--- src/rtl/regfile_write_arbiter_if.sv ---
// Writeback, multdiv, decode-hazard and register-file write signals of regfile_write_arbiter.
// The master drives the requests; the slave (the arbiter) returns the grant, hazard and write-port signals.
interface regfile_write_arbiter_if #(
   parameter int DEPTH = 2
);
   logic                   pipe_we;
   logic [4:0]             pipe_reg;
   logic [31:0]            pipe_data;
   logic                   md_valid;
   logic [4:0]             md_reg;
   logic [31:0]            md_data;
   logic                   md_exception;
   logic                   md_ready;
   logic [4:0]             rs_a;
   logic [4:0]             rs_b;
   logic                   pend_hit;
   logic                   stall;
   logic                   rf_we;
   logic [4:0]             rf_reg;
   logic [31:0]            rf_data;
   logic [$clog2(DEPTH):0] pend_count;

   modport master (
      output pipe_we, pipe_reg, pipe_data, md_valid, md_reg, md_data, md_exception, rs_a, rs_b,
      input  md_ready, pend_hit, stall, rf_we, rf_reg, rf_data, pend_count
   );

   modport slave (
      input  pipe_we, pipe_reg, pipe_data, md_valid, md_reg, md_data, md_exception, rs_a, rs_b,
      output md_ready, pend_hit, stall, rf_we, rf_reg, rf_data, pend_count
   );
endinterface

--- src/rtl/regfile_write_arbiter.sv ---
// Shares the register-file write port between writeback and a multdiv result FIFO (writes from N+1).
// md_ready drops while the FIFO is full; a full FIFO (or, with ARB_STARVE_EN, an aged head) steals a slot and stalls writeback.
module regfile_write_arbiter #(
   parameter int          DEPTH        = 2,
   parameter int          STARVE_LIMIT = 4,
   parameter logic [4:0]  STATUS_REG   = 5'd30,
   parameter logic [31:0] MD_EXC_CODE  = 32'd4
) (
   input logic                    clock,
   input logic                    reset,
   regfile_write_arbiter_if.slave bus
);
   localparam int PW = $clog2(DEPTH);
   localparam int CW = PW + 1;

   logic [4:0]    fifo_reg  [DEPTH];
   logic [31:0]   fifo_data [DEPTH];
   logic [PW-1:0] head;
   logic [PW-1:0] tail;
   logic [CW-1:0] count;

   logic          nonempty;
   logic          ready;
   logic          pipe_live;
   logic          push;
   logic          store;
   logic          pop;
   logic          force_drain;
   logic [4:0]    push_reg;
   logic [31:0]   push_data;

   assign nonempty  = (count != '0);
   assign ready     = (count < CW'(DEPTH));
   assign pipe_live = bus.pipe_we && (bus.pipe_reg != 5'd0);
   assign push      = bus.md_valid && ready && !reset;
   // A $r0 result is consumed but never occupies a slot; exceptions always do.
   assign store     = push && (bus.md_exception || (bus.md_reg != 5'd0));
   assign push_reg  = bus.md_exception ? STATUS_REG  : bus.md_reg;
   assign push_data = bus.md_exception ? MD_EXC_CODE : bus.md_data;

   assign bus.md_ready   = ready && !reset;
   assign bus.pend_count = reset ? '0 : count;

`ifdef ARB_STARVE_EN
   localparam int AW = $clog2(STARVE_LIMIT + 1);
   logic [AW-1:0] age;

   always_ff @(posedge clock) begin
      if (reset) begin
         age <= '0;
      end else if (pop || !nonempty) begin
         age <= '0;
      end else if (age != AW'(STARVE_LIMIT)) begin
         age <= age + AW'(1);
      end
   end

   assign force_drain = (count == CW'(DEPTH)) || (age == AW'(STARVE_LIMIT));
`else
   assign force_drain = (count == CW'(DEPTH));
`endif

   always_comb begin
      bus.rf_we   = 1'b0;
      bus.rf_reg  = '0;
      bus.rf_data = '0;
      bus.stall   = 1'b0;
      pop         = 1'b0;
      if (!reset) begin
         if (nonempty && force_drain) begin
            bus.rf_we   = 1'b1;
            bus.rf_reg  = fifo_reg[head];
            bus.rf_data = fifo_data[head];
            bus.stall   = pipe_live;
            pop         = 1'b1;
         end else if (pipe_live) begin
            bus.rf_we   = 1'b1;
            bus.rf_reg  = bus.pipe_reg;
            bus.rf_data = bus.pipe_data;
         end else if (nonempty) begin
            bus.rf_we   = 1'b1;
            bus.rf_reg  = fifo_reg[head];
            bus.rf_data = fifo_data[head];
            pop         = 1'b1;
         end
      end
   end

   // A slot is live when its distance from head (mod DEPTH) is below the occupancy.
   always_comb begin
      logic [PW-1:0] offs;
      bus.pend_hit = 1'b0;
      offs         = '0;
      for (int i = 0; i < DEPTH; i++) begin
         offs = PW'(i) - head;
         if (!reset && ({1'b0, offs} < count)) begin
            if (((fifo_reg[i] == bus.rs_a) && (bus.rs_a != 5'd0)) ||
                ((fifo_reg[i] == bus.rs_b) && (bus.rs_b != 5'd0))) begin
               bus.pend_hit = 1'b1;
            end
         end
      end
   end

   always_ff @(posedge clock) begin
      if (store) begin
         fifo_reg[tail]  <= push_reg;
         fifo_data[tail] <= push_data;
      end
   end

   always_ff @(posedge clock) begin
      if (reset) begin
         head  <= '0;
         tail  <= '0;
         count <= '0;
      end else begin
         if (store) begin
            tail <= tail + PW'(1);
         end
         if (pop) begin
            head <= head + PW'(1);
         end
         case ({store, pop})
            2'b10:   count <= count + CW'(1);
            2'b01:   count <= count - CW'(1);
            default: count <= count;
         endcase
      end
   end
endmodule

--- src/flat_wrapper.sv ---
// flat-port wrapper written by rule: the top's interface ports become plain ports
module regfile_write_arbiter_flat 
#(
   parameter int          DEPTH        = 2,
   parameter int          STARVE_LIMIT = 4,
   parameter logic [4:0]  STATUS_REG   = 5'd30,
   parameter logic [31:0] MD_EXC_CODE  = 32'd4
)
  (clock, reset, bus_pipe_we, bus_pipe_reg, bus_pipe_data, bus_md_valid, bus_md_reg, bus_md_data, bus_md_exception, bus_rs_a, bus_rs_b, bus_md_ready, bus_pend_hit, bus_stall, bus_rf_we, bus_rf_reg, bus_rf_data, bus_pend_count);
  regfile_write_arbiter_if #(.DEPTH(DEPTH)) bus_i ();
  input logic clock;
  input logic reset;
  input wire logic [$bits(bus_i.pipe_we)-1:0] bus_pipe_we;
  input wire logic [$bits(bus_i.pipe_reg)-1:0] bus_pipe_reg;
  input wire logic [$bits(bus_i.pipe_data)-1:0] bus_pipe_data;
  input wire logic [$bits(bus_i.md_valid)-1:0] bus_md_valid;
  input wire logic [$bits(bus_i.md_reg)-1:0] bus_md_reg;
  input wire logic [$bits(bus_i.md_data)-1:0] bus_md_data;
  input wire logic [$bits(bus_i.md_exception)-1:0] bus_md_exception;
  input wire logic [$bits(bus_i.rs_a)-1:0] bus_rs_a;
  input wire logic [$bits(bus_i.rs_b)-1:0] bus_rs_b;
  output wire logic [$bits(bus_i.md_ready)-1:0] bus_md_ready;
  output wire logic [$bits(bus_i.pend_hit)-1:0] bus_pend_hit;
  output wire logic [$bits(bus_i.stall)-1:0] bus_stall;
  output wire logic [$bits(bus_i.rf_we)-1:0] bus_rf_we;
  output wire logic [$bits(bus_i.rf_reg)-1:0] bus_rf_reg;
  output wire logic [$bits(bus_i.rf_data)-1:0] bus_rf_data;
  output wire logic [$bits(bus_i.pend_count)-1:0] bus_pend_count;
  assign bus_i.pipe_we = bus_pipe_we;
  assign bus_i.pipe_reg = bus_pipe_reg;
  assign bus_i.pipe_data = bus_pipe_data;
  assign bus_i.md_valid = bus_md_valid;
  assign bus_i.md_reg = bus_md_reg;
  assign bus_i.md_data = bus_md_data;
  assign bus_i.md_exception = bus_md_exception;
  assign bus_i.rs_a = bus_rs_a;
  assign bus_i.rs_b = bus_rs_b;
  assign bus_md_ready = bus_i.md_ready;
  assign bus_pend_hit = bus_i.pend_hit;
  assign bus_stall = bus_i.stall;
  assign bus_rf_we = bus_i.rf_we;
  assign bus_rf_reg = bus_i.rf_reg;
  assign bus_rf_data = bus_i.rf_data;
  assign bus_pend_count = bus_i.pend_count;
  regfile_write_arbiter #(.DEPTH(DEPTH), .STARVE_LIMIT(STARVE_LIMIT), .STATUS_REG(STATUS_REG), .MD_EXC_CODE(MD_EXC_CODE)) u_core (.clock(clock), .reset(reset), .bus(bus_i));
endmodule
--- config.mk ---
export PLATFORM = sky130hd
export DESIGN_NAME = regfile_write_arbiter_flat
export DESIGN_NICKNAME = d
export VERILOG_FILES = /design/src/rtl/regfile_write_arbiter_if.sv /design/src/rtl/regfile_write_arbiter.sv /design/src/flat_wrapper.sv
export SDC_FILE = /design/constraint.sdc
export NUM_CORES = 1
export LEC_CHECK = 0
export CAP_MARGIN = 15
export CORE_MARGIN = 10
export CORE_UTILIZATION = 43
export CTS_BUF_LIST = sky130_fd_sc_hd__clkbuf_4 sky130_fd_sc_hd__clkbuf_8
export CTS_CLUSTER_DIAMETER = 100
export DETAILED_ROUTE_END_ITERATION = 8
export PLACE_DENSITY_LB_ADDON = 0.15
export SETUP_SLACK_MARGIN = 0.02
export SLEW_MARGIN = 25
export SYNTH_ARGS = -nofsm -noshare
export SYNTH_HDL_FRONTEND = slang
export SYNTH_SLANG_ARGS = --single-unit
--- constraint.sdc ---
create_clock -name clock -period 5.45 [get_ports clock]
set_clock_uncertainty 0.1 [all_clocks]
set_input_delay 1.09 -clock clock [delete_from_list [all_inputs] [get_ports clock]]
set_output_delay 1.09 -clock clock [all_outputs]
set_load 0.03 [all_outputs]
Yosys cells after proc, flatten, opt, wreduce, memory -nomap -nowiden
Memory sizes are Yosys's and may differ from the RTL's. A register that Yosys moved wholly into a read port is not among the register bits.
Index checks and enable logic that the tools add are counted.

word-level totals
  register bits after elaboration = 4
  latch bits = 0
  memory bits (writable) = 74
  bits in read-only memories = 0
  bits of input ports = 89
  output and inout port bits = 43
  word-level logic and storage cells = 74
  memories = 2

cells by class
  $add $sub $neg = 6
  multipliers = 0
  div/mod/pow operators = 0
  $lt $le $gt $ge = 3
  equal/unequal tests = 7
  shift operators = 0
  multiplexer cells = 31
  bitwise gates (word level) = 0
  reductions and logical operators = 22

memories
  memory            depth  width  rd ports  clocked after Yosys merged registers in  write ports  RTL line                     source
  u_core.fifo_data  2      32     1         1                                        1            regfile_write_arbiter.sv:17  logic [31:0] fifo_data [DEPTH];
  u_core.fifo_reg   2      5      3         1                                        1            regfile_write_arbiter.sv:16  logic [4:0] fifo_reg [DEPTH];

operator list
  operator             count
  $mux 32              5
  $mux 5               5
  $eq 5x5->1           4
  $reduce_bool 5->1    4
  $mux 1               19
  $logic_and 1x1->1    12
  $eq 2x2->1 const B   2
  $lt 1x2->1           2
  $pmux 2 s2           1
  $reduce_bool 2->1    2
  $logic_or 1x1->1     3
  $add 1x1->1 const B  2
  $add 2x1->2 const B  1
  $eq 2x1->1 const B   1
  $lt 2x2->1 const B   1
  $mux 2               1
  $sub 1x1->1 const A  2
  $sub 2x1->2 const B  1
  $logic_not 1->1      1

Depth between registers and ports, before layout
Gate-level depths: netlist (run 1).

  depth in word-level cells = 7
  depth in mapped cells = 7
  gate-level depth less buffers = 7

Worst setup path after synthesis (run 1)
OpenSTA, ideal clock, no wires.

  path kind = input -> register
  start point = input port reset
  end point = memory u_core.fifo_data[0][0] (enable)
  setup time = 0.431 ns
  arrival = 3.634 ns
  data required time = 4.919 ns
  path slack = 1.284 ns
  cell stages on the path = 4
  path through = clkbuf_1 > nor2_1 > o211ai_1 > nor2_1

between the ends
  cells in the longest elaborated chain, start to end = 5

ends and longest elaborated chain
  element                       RTL line                      source
  from (decl)                   flat_wrapper.sv:12            input logic reset;
  $logic_not 1->1               regfile_write_arbiter.sv:35   assign push = bus.md_valid && ready && !reset;
  $logic_and 1x1->1             regfile_write_arbiter.sv:35
  $logic_and 1x1->1             regfile_write_arbiter.sv:37   assign store = push && (bus.md_exception || (bus.md_reg != 5'd0));
  $mux 1                        regfile_write_arbiter.sv:106  if (store) begin
  $mux 1 (implied by the code)  regfile_write_arbiter.sv:108  fifo_data[tail] <= push_data;
  to (decl)                     regfile_write_arbiter.sv:17

No other way between the ends.

Worst setup path in the final report (run 1)
  start point = input port bus_pipe_reg[1]
  end point = output port bus_rf_reg[0]

between the ends
  cells in the longest elaborated chain, start to end = 5

ends and longest elaborated chain
  element            RTL line                     source
  from (decl)        flat_wrapper.sv:14           input wire logic [$bits(bus_i.pipe_reg)-1:0] bus_pipe_reg;
  $reduce_bool 5->1  regfile_write_arbiter.sv:34  assign pipe_live = bus.pipe_we && (bus.pipe_reg != 5'd0);
  $logic_and 1x1->1  regfile_write_arbiter.sv:34
  $mux 5             regfile_write_arbiter.sv:76  end else if (pipe_live) begin
  $mux 5             regfile_write_arbiter.sv:70  if (nonempty && force_drain) begin
  $mux 5             regfile_write_arbiter.sv:69  if (!reset) begin
  to (decl)          flat_wrapper.sv:26           output wire logic [$bits(bus_i.rf_reg)-1:0] bus_rf_reg;

No other way between the ends.

==> flow_summary_export.csv, run 1 <==
group,metric,value,unit
min_path,hp-class,"flip-flop to flip-flop",
die,rows,35,
final_layout,drive_gt1_share,23.06,%
worst_setup_path,worstPathRequired,4.26,ns
die,core-area,0.009240,mm^2
power_and_ir_drop,pwr_density_cell,335.4,mW/mm^2
power_and_ir_drop,power_switching,0.6645,mW
synthesis,synthFlopType,"edfxtp_1",
final_layout,largest_reg_flops,64,
timing,setup_viol,0,
worst_setup_path,path_class,"primary input to output port",
worst_setup_path,cp-start-kind,"primary input",
final_layout,finish.utilization,61.75,%
timing,rsz0062_at_grt,"no",
clock_network,cts_hold_buf,0,
worst_setup_path,crit_chain,"clkdlybuf4s50_1 -> or4_4 -> o21ai_4 -> a21o_2 -> buf_4 -> nor2_1 -> a211oi_1 -> buf_12",
placed_design,dp_hpwl,7650,um
worst_setup_path,cp_slowest_cell,"or4_4",
global_routing,grt_usage,14.65,%
synthesis,synth_top_area_share,54.43,%
clock_network,clkSinkCount,79,
final_layout,fin_nets,536,
detailed_routing,via_per_inst,5.002,
global_routing,grt-ovfl-total,0,
synthesis,synth_seq_cells,79,
timing,max_freq,214.1,MHz
worst_setup_path,critPathMaxFanout,38,
worst_setup_path,arrival,3.48,ns
die,die_height,117.4,um
synthesis,synth_edf_count,74,
detailed_routing,first_pass_iters,4,
worst_setup_path,endpoint_kind,"output port",
worst_setup_path,reg2reg_slack,3.39,ns
synthesis,ys_types,33,
global_routing,grt_max_degree,39,
clock_network,cts-root-buf,"clkbuf_8",
timing,drv_slew,0,
global_routing,antenna_found_initial,0,
synthesis,avgSynthCellArea,13.00,um^2
die,initial_utilization,44.18,%
final_layout,num_antenna_cells,0,
synthesis,yosys_warnings,0,
detailed_routing,routedWlPerCell,17.56,um
worst_setup_path,r2r-end,"u_core.fifo_data[0][20]",
global_routing,grt_first_pass_wirelength,16370,um
clock_network,clockBufferDepth,2,
detailed_routing,drt_wl_total,10190,um
clock_network,htreeDepth,3,
placed_design,gp_congestion,0.8473,
power_and_ir_drop,pwr-share-comb,38.5,%
worst_setup_path,r2r-start,"u_core.count[1]",
min_path,hp-start,"u_core.count[1]",
synthesis,synthTopCellsByArea,"edfxtp_1 54%, a211oi_2 9.2%, mux2i_1 9.1%",
power_and_ir_drop,switching_share,34.73,%
synthesis,ys_seq_area_share,56.88,%
die,die_area,0.01379,mm^2
synthesis,syn_nets,404,
timing,fin_crit,4.671,ns
timing,worst_pin_slew,0.6691,ns
detailed_routing,drc_errors,0,
synthesis,synthesis.area,0.004083,mm^2
synthesis,synth_most_common_cell,"edfxtp_1",
detailed_routing,drtIter0Drc,128,
synthesis,synthArstFlopShare,0,%
clock_network,cts_tree,"built",
power_and_ir_drop,power_frac_clock,22.6,%
flow_run,cap_violations,0,
synthesis,syn_inst,314,
clock_network,cts_buffers,9,
power_and_ir_drop,p_leak,1.937,nW
die,pin_count,132,
min_path,whs_endpoint,"u_core.count[1]",
clock_network,cts_resized,0,
timing,setup_tns,0,ns
min_path,holdPathStages,2,
worst_setup_path,slowest_delay,0.58,ns
power_and_ir_drop,seqPwrFrac,38.9,%
detailed_routing,via_count,2901,
clock_network,post-cts-setup-buffer-count,0,
worst_setup_path,rr_worst_depth,5,
power_and_ir_drop,intPower,1.249,mW
die,die_w,117.4,um
timing,slew_headroom,55.39,%
final_layout,area_growth,39.75,%
timing,fin_crit_sh,85.70,%
synthesis,synthTopCellsByCount,"74 x edfxtp_1, 49 x nor2_1, 37 x mux2i_1",
timing,hold_viol,0,
global_routing,first_global_vias,3099,
synthesis,synth_top_cell_by_area,"edfxtp_1",
power_and_ir_drop,ir_drop,201.1,uV
detailed_routing,ant_nets,0,
placed_design,io_buffers,131,
status,outcome,"complete, no violations",
clock_network,path_clk_slew,0.08,ns
clock_network,insertion_delay,0.34,ns
## layer usage
metal | track usage [%] | routed length [um] | vias to the layer above
li1 | - | - | 1413
met1 | 17.87 | 4586 | 1376
met2 | 23.01 | 4796 | 99
met3 | 5.036 | 657 | 13
met4 | 6.182 | 146 | 0
met5 | 0 | 0 | -
## critical path: cells and delay by family
family          cells  cell delay, ns
buf+inv             3            1.01
simple gates        2            0.66
compound gates      3            0.70
## cell families after synthesis
logic type      Yosys count  synth area share, %
fa+ha+maj                 1               0.3064
flops                    79                56.88
simple gates            101                12.50
buf+inv                  24                3.585
xor+xnor                 24                5.149
mux                      37                9.072
compound gates           48                12.50
## power by group through the flow
stage          Clock, mW  Sequential, mW  Combinational (mW)
6_report           0.432           0.744               0.737
5_1_grt            0.478           0.750               0.794
4_1_cts            0.444           0.745               0.749
3_5_place_dp           0           0.758               0.746
3_3_place_gp           0           0.756               0.724
2_1_floorplan          0           0.752               0.492
## through the flow
| step | cells | total power [mW] | hold slack [ns] | setup WS, ns | cell area [um^2] |
|---|---|---|---|---|---|
| after CTS | 580 | 1.938 | 0.4904 | 0.7757 | 5705 |
| final | 580 | 1.913 | 0.4851 | 0.7792 | 5705 |
| after global placement | 560 | 1.481 | 0.4425 | 0.8149 | 5419 |
| after global routing | 580 | 2.023 | 0.5324 | 0.6563 | 5705 |
| after floorplan | 314 | 1.244 | 0.3974 | 1.284 | 4083 |
| after detailed placement | 564 | 1.504 | 0.4717 | 0.7910 | 5504 |
## cells in the final DEF (no fill, tap or decap), types with 3 or more instances in the layout
cell / n
a211oi_1: 7
a211oi_2: 30
buf_4: 41
clkbuf_8: 9
clkdlybuf4s50_1: 94
dfxtp_1: 4
edfxtp_1: 74
inv_1: 4
mux2i_1: 37
nand3_1: 3
nor2_1: 47
nor2b_1: 32
nor4_1: 4
or2_2: 5
or4_1: 3
xnor2_1: 14
xor2_1: 10
## area by class of cell
class	count	area, um^2
Tap cell	129	161.4
Multi-Input combinational cell	211	1630
Inverter	4	15.01
Timing Repair Buffer	141	1374
Clock buffer	10	131.4
Clock inverter	6	70.07
Sequential cell	79	2323
Fill cell	760	3535
## how the worst max path moves through the flow
stage,from,to,cells after the start,slack (ns)
after CTS,bus_pipe_reg[1],bus_rf_reg[0],8,0.78
after global placement,bus_pipe_reg[1],bus_rf_reg[0],8,0.81
after detailed placement,bus_pipe_reg[1],bus_rf_reg[0],8,0.79
after global routing,bus_pipe_reg[1],bus_rf_reg[0],8,0.66
final,bus_pipe_reg[1],bus_rf_reg[0],8,0.78
after floorplan,reset,u_core.fifo_data[0][0],4,1.28
(Power assumes the default switching activity.)
==> inputs of run 2 (changes only) <==
Settings changed: CORE_MARGIN 10 to 2.
==> flow_summary_export.csv, run 2 (same netlist as run 1, synthesis figures left out) <==
group,metric,value,unit
timing,max_freq,220.0,MHz
timing,setup_viol,0,
detailed_routing,drtIter0Drc,106,
final_layout,area_growth,38.09,%
die,pin_count,132,
clock_network,cts_hold_buf,0,
worst_setup_path,path_class,"primary input to output port",
global_routing,grt-ovfl-total,0,
timing,setup_tns,0,ns
timing,fin_crit_sh,83.42,%
global_routing,first_global_vias,3002,
final_layout,largest_reg_flops,64,
global_routing,grt_usage,17.69,%
die,die_w,101.4,um
detailed_routing,via_per_inst,4.943,
status,outcome,"complete, no violations",
worst_setup_path,critPathMaxFanout,3,
worst_setup_path,worstPathRequired,4.26,ns
clock_network,clkSinkCount,79,
detailed_routing,first_pass_iters,4,
clock_network,cts_buffers,9,
worst_setup_path,cp-start-kind,"primary input",
timing,slew_headroom,56.90,%
placed_design,io_buffers,131,
final_layout,fin_nets,533,
die,core-area,0.009240,mm^2
detailed_routing,drc_errors,0,
power_and_ir_drop,ir_drop,165.2,uV
final_layout,final_area,0.005638,mm^2
clock_network,cts_tree,"built",
detailed_routing,via_count,2852,
clock_network,cts_resized,0,
final_layout,num_antenna_cells,0,
placed_design,dp_hpwl,6503,um
detailed_routing,drt_wl_total,8996,um
die,die_height,101.4,um
worst_setup_path,arrival,3.36,ns
final_layout,fillers,766,
placed_design,dpl_cell_area,0.005466,mm^2
min_path,hp-class,"flip-flop to flip-flop",
clock_network,path_clk_slew,0.08,ns
worst_setup_path,reg2reg_slack,3.38,ns
final_layout,layoutNonFillerInstCount,577,
final_layout,final_common_cell,"clkdlybuf4s50_1",
clock_network,clockBufferDepth,2,
power_and_ir_drop,p_leak,1.907,nW
power_and_ir_drop,pwr_density_cell,327.2,mW/mm^2
die,initial_utilization,44.18,%
clock_network,post-cts-setup-buffer-count,0,
die,die_area,0.01029,mm^2
worst_setup_path,endpoint_kind,"output port",
die,rows,35,
global_routing,grt_max_degree,40,
timing,worst_pin_slew,0.6450,ns
power_and_ir_drop,finalPower,1.845,mW
timing,rsz0062_at_grt,"no",
placed_design,gp_congestion,0.8840,
global_routing,grt_first_pass_wirelength,14020,um
clock_network,cts-root-buf,"clkbuf_8",
final_layout,multi_input_area,0.001630,mm^2
timing,drv_slew,0,
timing,fin_crit,4.546,ns
flow_run,cap_violations,0,
final_layout,register_area,0.002323,mm^2
detailed_routing,ant_nets,0,
clock_network,insertion_delay,0.33,ns
clock_network,htreeDepth,3,
timing,hold_viol,0,
final_layout,final_cell_mix,"94 x clkdlybuf4s50_1, 74 x edfxtp_1, 47 x nor2_1",
final_layout,drive_gt1_share,22.54,%
detailed_routing,routedWlPerCell,15.59,um
global_routing,antenna_found_initial,0,
placed_design,placedCellCount,561,
-- run 2: changes by cell type in the layout (fill, tap and decap cells not counted) --
cell	previous run	this run
buf_4	41	40
buf_8	2	0
bufinv_16	1	0
clkbuf_4	1	0
clkinv_2	0	2
inv_6	0	1
inv_8	1	0
-- run 2: cell type report --
type	count	share of cell area (%)
Inverter	4	0.2663
Tap cell	129	2.863
Timing Repair Buffer	138	23.70
Clock inverter	7	0.8433
Multi-Input combinational cell	211	28.92
Sequential cell	79	41.21
Clock buffer	9	2.197
-- run 2: per-layer routing --
layer  up-vias  wire length [um]  GRT usage [%]
li1       1407                 -              -
met1      1347              3917          22.19
met2        88              4445          30.11
met3        10               532          4.141
met4         0               100          6.133
met5         -                 0              0
-- run 2: worst max-delay path, cell delays in order --
cell             delay [ns]
clkdlybuf4s50_1        0.48
or4_1                  0.54
nor2_1                 0.14
nor4_1                 0.10
o41ai_1                0.32
a21oi_1                0.09
clkdlybuf4s50_1        0.60
-- run 2: stage by stage --
step	hold WS (ns)	utilization (%)	setup slack, ns
6_report	0.4665	61.02	0.9036
5_1_grt	0.5183	61.02	0.8168
4_1_cts	0.4641	61.02	0.9154
3_5_place_dp	0.4524	59.16	0.9194
3_3_place_gp	0.4474	58.56	0.9218
2_1_floorplan	0.3974	-	1.284
-- run 2: final timing paths --
check	cells after the start	start	to
setup reg to reg	4	u_core.count[1]	u_core.fifo_data[0][17]
setup / recovery	7	bus_rs_b[1]	bus_pend_hit
hold / removal	2	u_core.count[1]	u_core.count[1]
hold reg to reg	2	u_core.count[1]	u_core.count[1]
-- run 2: power by group --
group,leakage (nW),switching (mW),internal (mW)
registers,0.728,0.0429,0.719
logic,1.09,0.402,0.303
clock network,0.0870,0.212,0.165
total,1.91,0.657,1.19
==> inputs of run 3 (changes only) <==
Clock period 5.45 ns to 4 ns, I/O delays scaled along.
==> flow_summary_export.csv, run 3 (same netlist as run 1, synthesis figures left out) <==
group,metric,value,unit
final_layout,multi_input_area,0.001630,mm^2
worst_setup_path,rr_worst_depth,4,
detailed_routing,wl_met3,558,um
final_layout,num_antenna_cells,0,
clock_network,cts-root-buf,"clkbuf_8",
die,rows,35,
power_and_ir_drop,pwr-share-comb,38.2,%
power_and_ir_drop,ir_drop,220.8,uV
power_and_ir_drop,power_switching,0.8785,mW
detailed_routing,wl_met2,4377,um
power_and_ir_drop,seqPwrFrac,40.4,%
timing,slew_headroom,56.92,%
final_layout,register_area,0.002323,mm^2
global_routing,first_global_vias,2942,
final_layout,fillers,757,
detailed_routing,via_per_inst,5.005,
detailed_routing,first_pass_iters,4,
die,initial_utilization,44.18,%
flow_run,cap_violations,0,
worst_setup_path,r2r-start,"u_core.count[1]",
worst_setup_path,slowest_delay,0.57,ns
power_and_ir_drop,intPower,1.705,mW
worst_setup_path,cp_slowest_cell,"or4_4",
die,die_height,101.4,um
power_and_ir_drop,pwr_density_cell,451.2,mW/mm^2
final_layout,fin_nets,537,
timing,drv_slew,0,
placed_design,io_buffers,131,
clock_network,htreeDepth,3,
power_and_ir_drop,power_frac_clock,21.4,%
global_routing,grt-ovfl-total,0,
detailed_routing,routedWlPerCell,15.39,um
worst_setup_path,endpoint_kind,"output port",
worst_setup_path,cp-start-kind,"primary input",
worst_setup_path,r2r-end,"u_core.fifo_data[1][13]",
min_path,hp-class,"flip-flop to flip-flop",
clock_network,insertion_delay,0.34,ns
global_routing,grt_max_degree,39,
detailed_routing,via_count,2898,
detailed_routing,drt_wl_total,8908,um
die,core-area,0.009240,mm^2
detailed_routing,drt-met1-wl,3813,um
final_layout,drive_gt1_share,23.11,%
timing,fin_crit,3.823,ns
placed_design,placedCellCount,565,
power_and_ir_drop,finalPower,2.583,mW
worst_setup_path,crit_family,"buffers and inverters",
final_layout,final_common_cell,"clkdlybuf4s50_1",
clock_network,path_clk_slew,0.08,ns
placed_design,dp_hpwl,6421,um
clock_network,clockBufferDepth,2,
worst_setup_path,crit_chain,"clkdlybuf4s50_1 -> or4_4 -> o21ai_4 -> a21o_2 -> buf_12 -> nor2_1 -> a211oi_2 -> buf_4",
global_routing,antenna_found_initial,0,
detailed_routing,drc_errors,0,
die,die_area,0.01029,mm^2
detailed_routing,top_layer,"met4",
power_and_ir_drop,switching_share,34.01,%
worst_setup_path,worstPathRequired,3.10,ns
timing,worst_pin_slew,0.6433,ns
worst_setup_path,critPathMaxFanout,38,
status,outcome,"complete, no violations",
die,pin_count,132,
global_routing,grt_first_pass_wirelength,13730,um
timing,setup_viol,0,
worst_setup_path,path_class,"primary input to output port",
clock_network,cts_tree,"built",
min_path,holdPathStages,2,
clock_network,clkSinkCount,79,
worst_setup_path,reg2reg_slack,1.99,ns
final_layout,largest_reg_flops,64,
die,die_w,101.4,um
timing,hold_viol,0,
power_and_ir_drop,p_leak,1.971,nW
final_layout,final_cell_mix,"93 x clkdlybuf4s50_1, 74 x edfxtp_1, 47 x nor2_1",
detailed_routing,drtIter0Drc,69,
placed_design,gp_congestion,0.8661,
clock_network,cts_buffers,9,
detailed_routing,ant_nets,0,
timing,setup_tns,0,ns
worst_setup_path,cp_num_buf_inv,3,
timing,max_freq,261.6,MHz
min_path,hp-start,"u_core.count[1]",
clock_network,post-cts-setup-buffer-count,0,
min_path,whs_endpoint,"u_core.count[1]",
final_layout,layoutNonFillerInstCount,579,
global_routing,grt_usage,17.52,%
worst_setup_path,arrival,2.92,ns
timing,rsz0062_at_grt,"no",
timing,fin_crit_sh,95.58,%
final_layout,area_growth,40.21,%
==> run 3: cell types whose count changed in the layout (fill, tap and decap cells not counted), sizes merged <==
cell	before	now
buf	44	48
bufinv	0	1
clkbuf	9	10
clkdlybuf4s50	94	93
clkinv	5	3
clkinvlp	1	0
dlymetal6s2s	0	1
inv	5	4
==> run 3: stage by stage <==
step	setup WS [ns]	hold slack [ns]	util [%]	instance area, um^2
3_5_place_dp	0.08581	0.4477	59.97	5542
2_1_floorplan	0.1243	0.3974	-	4083
5_1_grt	0.06920	0.5266	61.95	5724
3_3_place_gp	0.09609	0.4247	59.08	5459
6_report	0.1768	0.4605	61.95	5724
4_1_cts	0.08968	0.4593	61.92	5722
==> run 3: what timing repair did <==
item	CTS	global route
hold buffers	0	0
setup endpoints to repair	0	1
resized for setup	0	1
==> run 3: worst max path at each step <==
| stage | startpoint | end | slack [ns] | cells after the start |
|---|---|---|---|---|
| after CTS | bus_rs_b[2] | bus_pend_hit | 0.09 | 7 |
| after global routing | bus_pipe_reg[1] | bus_rf_reg[4] | 0.07 | 8 |
| after detailed placement | bus_rs_b[2] | bus_pend_hit | 0.09 | 7 |
| after floorplan | reset | u_core.fifo_data[0][0] | 0.12 | 4 |
| final | bus_pipe_reg[1] | bus_rf_data[8] | 0.18 | 8 |
| after global placement | bus_rs_b[2] | bus_pend_hit | 0.1 | 7 |
==> run 3: power by group through the flow <==
stage          logic, mW  clock network [mW]  registers [mW]
5_1_grt             1.06               0.594            1.05
4_1_cts             1.00               0.563            1.04
3_5_place_dp       0.999                   0            1.06
3_3_place_gp       0.965                   0            1.06
2_1_floorplan      0.670                   0            1.02
6_report           0.988               0.553            1.04
==> run 3: layout make-up <==
type	count	share of cell area (%)
Inverter	4	0.2623
Tap cell	129	2.820
Clock buffer	10	2.295
Multi-Input combinational cell	211	28.48
Sequential cell	79	40.59
Clock inverter	4	0.8525
Timing Repair Buffer	142	24.70
==> run 3: worst register-to-register path, delay by kind of cell, from the launching register on <==
family / cells / cell delay, ns
compound gates: 1 / 0.29
buf+inv: 1 / 0.24
flops: 1 / 0.36
simple gates: 2 / 0.71
==> run 3: metal layers <==
layer	GRT usage, %	vias to the layer above
li1	-	1419
met1	20.90	1378
met2	30.16	87
met3	4.624	14
met4	7.069	0
met5	0	-
==> variant 1 (config.mk and constraints of run 1) <==
The option `ARB_STARVE_EN` is turned on by a define.
--- a/src/rtl/regfile_write_arbiter.sv
+++ b/src/rtl/regfile_write_arbiter.sv
@@ -1,5 +1,7 @@
 // Shares the register-file write port between writeback and a multdiv result FIFO (writes from N+1).
 // md_ready drops while the FIFO is full; a full FIFO (or, with ARB_STARVE_EN, an aged head) steals a slot and stalls writeback.
+`define ARB_STARVE_EN
+
 module regfile_write_arbiter #(
    parameter int          DEPTH        = 2,
    parameter int          STARVE_LIMIT = 4,
Behaviour: not the same (a bounded check fails within 10 cycles, from zero or initial values and one cycle with reset high).
==> variant 1 against run 1 <==
  * Worst setup slack got worse by 0.35 ns
  * Sequential cell count grew 3
  * Wire length up 3.0%
  * Clock power is 10% higher
  * Design area is 3.6% higher
  * Power rose by 6.8%
  * Utilization down 0.69 points
  * Area after synthesis up 3.5%
  * Largest cell class unchanged
  * Highest routed layer unchanged
==> variant 1: results (changes against run 1) <==
Status: completed
Slew headroom: 0.352 (-0.202)
CP arrival: 3.83 ns (+0.35 ns)
# nets final: 552 (+3.0%)
First-pass GRT wire length: 16.8 mm (+2.7%)
Max clock buf depth: 2 (unchanged)
Average via count per standard cell: 5.07 (+1.4%)
Peak supply drop: 195 uV (-3.3%)
Crit Reg-Reg Startpoint: u_core.age[0]$_SDFFE_PP0N_
Crit path max-delay family: buffers and inverters
CTS Root Cell: clkbuf_8
Syn_area_per_cell: 12.7 um^2 (-2.1%)
Leak Pwr: 2.00 nW (+3.2%)
CP max stage cell: clkdlybuf4s50_1
Dominant cells by area after synthesis: edfxtp_1 53%, mux2_2 9.9%, nor2b_1 4.9%, a22oi_1 4.8%, dfxtp_1 3.8%
Final hold viol count: 0 (unchanged)
Placed Area: 5700 um^2 (+3.5%)
Hold path startpoint: u_core.age[0]$_SDFFE_PP0N_
Crit-path max FO: 39 (+2.6%)
Global Route Usage Sum: 0.147 (+0.000511)
Syn_nets: 424 (+5.0%)
H-tree levels: 3 (unchanged)
DR top layer: met4
WL final: 10.5 mm (+3.0%)
Placed insts: 582 (+3.2%)
Most frequent cells after synthesis: 74 x edfxtp_1, 40 x nor2_1, 37 x mux2_2, 33 x nor2b_1, 27 x a22oi_1
Vias in the first global route: 3311 (+6.8%)
N_diodes: 0 (unchanged)
Met3 WL: 866 um (+32%)
Worst path max stage delay: 0.69 ns (+0.11 ns)
Hpwl dp: 7.61 mm (-0.58%)
Initial DRC Count: 164 (+28%)
Fraction of layout cells with a size suffix above 1: 0.194 (-0.0371)
Wire length on met1: 4.44 mm (-3.2%)
WL met2: 5.11 mm (+6.5%)
GP Congestion: 0.835 (-1.5%)
Largest net degree at the start of global routing: 48 (+23%)
CTS buffer count: 9 (unchanged)
Register area share after synthesis: 0.564 (-0.00515)
DR WL/cell: 17.5 um (-0.13%)
Library cells used by synthesis: 39 (+18%)
[variant 1: report_power, final]
group	total, mW	leakage, nW	internal (mW)	switching, mW
Sequential	0.796	0.752	0.739	0.0563
Combinational	0.772	1.14	0.364	0.409
Clock	0.476	0.108	0.257	0.219
[variant 1: area by class of cell]
class	count	area, um^2
fill	815	3770
sequential	82	2380
multi-input combinational	224	1700
timing repair buffer	138	1430
tap	133	166
clock buffer	9	124
clock inverter	7	93.8
inverter	5	18.8
[variant 1: tightest hold or removal path, stage by stage, from the launching register on]
cell     delay, ns
dfxtp_1       0.32
inv_1         0.07
and3_1        0.14
[variant 1: kinds of logic (layout without fill, tap and decap cells)]
group                    Yosys count  after routing  share of synthesized area
adder cells (fa/ha/maj)            3              3                    0.00888
flip-flops                        82             82                      0.564
multiplexers                      38             38                      0.101
XOR/XNOR                          24             24                     0.0497
AO/OA/AOI/OAI                     48             48                     0.0983
AND/OR/NAND/NOR                  111            111                      0.140
buffers and inverters             26            159                     0.0388
[variant 1: path summary, 6_finish.rpt]
path	depth (start not counted)	end	slack, ns
max	7	bus_rf_data[18]	0.43
min	2	u_core.age[0]$_SDFFE_PP0N_	0.46
max reg2reg	9	u_core.count[1]$_SDFFE_PP0P_	2.99
min reg2reg	2	u_core.age[0]$_SDFFE_PP0N_	0.46
[variant 1: per-stage QoR]
step	power [mW]	setup WS (ns)
3_5_place_dp	1.59	0.391
4_1_cts	2.07	0.396
6_report	2.04	0.430
2_1_floorplan	1.35	1.29
5_1_grt	2.15	0.265
3_3_place_gp	1.57	0.475
[variant 1: per-layer routing]
metal | track usage | vias to the layer above
li1 | - | 1469
met1 | 0.162 | 1467
met2 | 0.252 | 91
met3 | 0.0666 | 6
met4 | 0.0382 | 0
met5 | 0 | -
==> variant 2 (flow settings as in run 1) <==
Made on the original files. Register the output `bus.pend_count`; this adds one clock of latency there.
--- a/src/rtl/regfile_write_arbiter.sv
+++ b/src/rtl/regfile_write_arbiter.sv
@@ -39,7 +39,9 @@
    assign push_data = bus.md_exception ? MD_EXC_CODE : bus.md_data;
 
    assign bus.md_ready   = ready && !reset;
-   assign bus.pend_count = reset ? '0 : count;
+   always_ff @(posedge clock) begin
+      bus.pend_count <= reset ? '0 : count;
+   end
 
 `ifdef ARB_STARVE_EN
    localparam int AW = $clog2(STARVE_LIMIT + 1);
Function: changed (Yosys sat finds a counterexample within 4 cycles, from zero or initial values and one cycle with reset high).
==> variant 2 against run 1 <==
  * Power rose by 2.3%
  * Sequential cell count rose by 2
  * Register-to-register slack barely moved
  * Maximum frequency fell by 4.7%
  * Area after synthesis rose by 0.98%
  * Count of clock-buffer cells in the layout did not move
  * Wire length rose by 1.7%
  * Clock power rose by 1%
  * Die area rose by 0.81%
  * Utilization rose by 0.87 points
  * Design area rose by 1.9%
  * Sequential power rose by 9.0%
  * Worst setup slack got worse by 0.23 ns
  * Cell count did not move
  * Largest cell class unchanged
==> variant 2: results (changes against run 1) <==
Placed Area: 5610 um^2 (+2.0%)
Worst-Margin Slew: 0.677 ns (+0.00779 ns)
Via count: 2902 (+0.034%)
Syn_nets: 406 (+0.50%)
Fraction of layout cells with a size suffix above 1: 0.147 (-0.0839)
Hpwl dp: 7.67 mm (+0.31%)
Peak supply drop: 179 uV (-11%)
Status: completed
Combinational power: 0.709 mW (-3.8%)
Placed insts: 563 (-0.18%)
Largest net degree at the start of global routing: 41 (+5.1%)
Seq Cell Count: 81 (+2.5%)
Post-route worst setup slack: 0.548 ns (-0.232 ns)
WL final: 10.4 mm (+1.7%)
Crit-path max FO: 40 (+5.3%)
Register area share after synthesis: 0.573 (+0.00419)
CP max stage cell: clkdlybuf4s50_1
Dominant cells by area after synthesis: edfxtp_1 54%, a211oi_2 9.1%, mux2i_1 9.0%, nor2b_1 4.9%, nor2_1 4.5%
Worst path max stage delay: 0.71 ns (+0.13 ns)
N_diodes: 1 (+1)
Sequential cell area share: 0.407 (about the same)
Layout non-clock buf frac: 0.248 (+0.00673)
Filler Cell Count: 770 (+1.3%)
Leak Pwr: 1.88 nW (-3.1%)
Wire length on met1: 4.40 mm (-4.2%)
Compound-Gate Fraction of Synth Area: 0.124 (-0.00121)
Adder-cell area share of the yosys netlist: 0.00303 (-0.0000298)
Clock network area share: 0.0342 (-0.00108)
Met3 WL: 597 um (-9.1%)
Vias in the first global route: 3220 (+3.9%)
Seq power: 0.811 mW (+9.0%)
Met3 Use GR: 0.0480 (-0.00240)
Syn_area_per_cell: 13.0 um^2 (+0.34%)
Initial DRC Count: 122 (-4.7%)
Hold_ws: 0.477 ns (-0.00820 ns)
Utilization after layout: 0.626 (+0.00868)
Net Sw Frac: 0.344 (-0.00378)
First-pass GRT wire length: 16.7 mm (+1.9%)
Fraction of area in multi-input gates: 0.280 (-0.00529)
Die area: 13900 um^2 (+0.81%)
Mux contribution to synthesized area: 0.0898 (-0.000881)
[variant 2: cell count changes after synthesis, sizes merged]
| cell | delta |
|---|---|
| dfxtp | +2 |
[variant 2: logic make-up (layout without fill, tap and decap cells)]
logic type,after synthesis,in the layout
simple gates,101,101
flops,81,81
compound gates,48,48
mux,37,37
xor+xnor,24,24
buf+inv,24,158
fa+ha+maj,1,1
other cells,0,1
[variant 2: final timing paths]
path | startpoint | end | depth (start not counted)
worst max-delay path | bus_pipe_reg[4] | bus_rf_data[4] | 8
worst min-delay path | u_core.count[1]$_SDFFE_PP0P_ | u_core.count[1]$_SDFFE_PP0P_ | 2
worst max register to register | u_core.count[1]$_SDFFE_PP0P_ | u_core.fifo_reg[1][2]$_DFFE_PP_ | 4
worst min register to register | u_core.count[1]$_SDFFE_PP0P_ | u_core.count[1]$_SDFFE_PP0P_ | 2
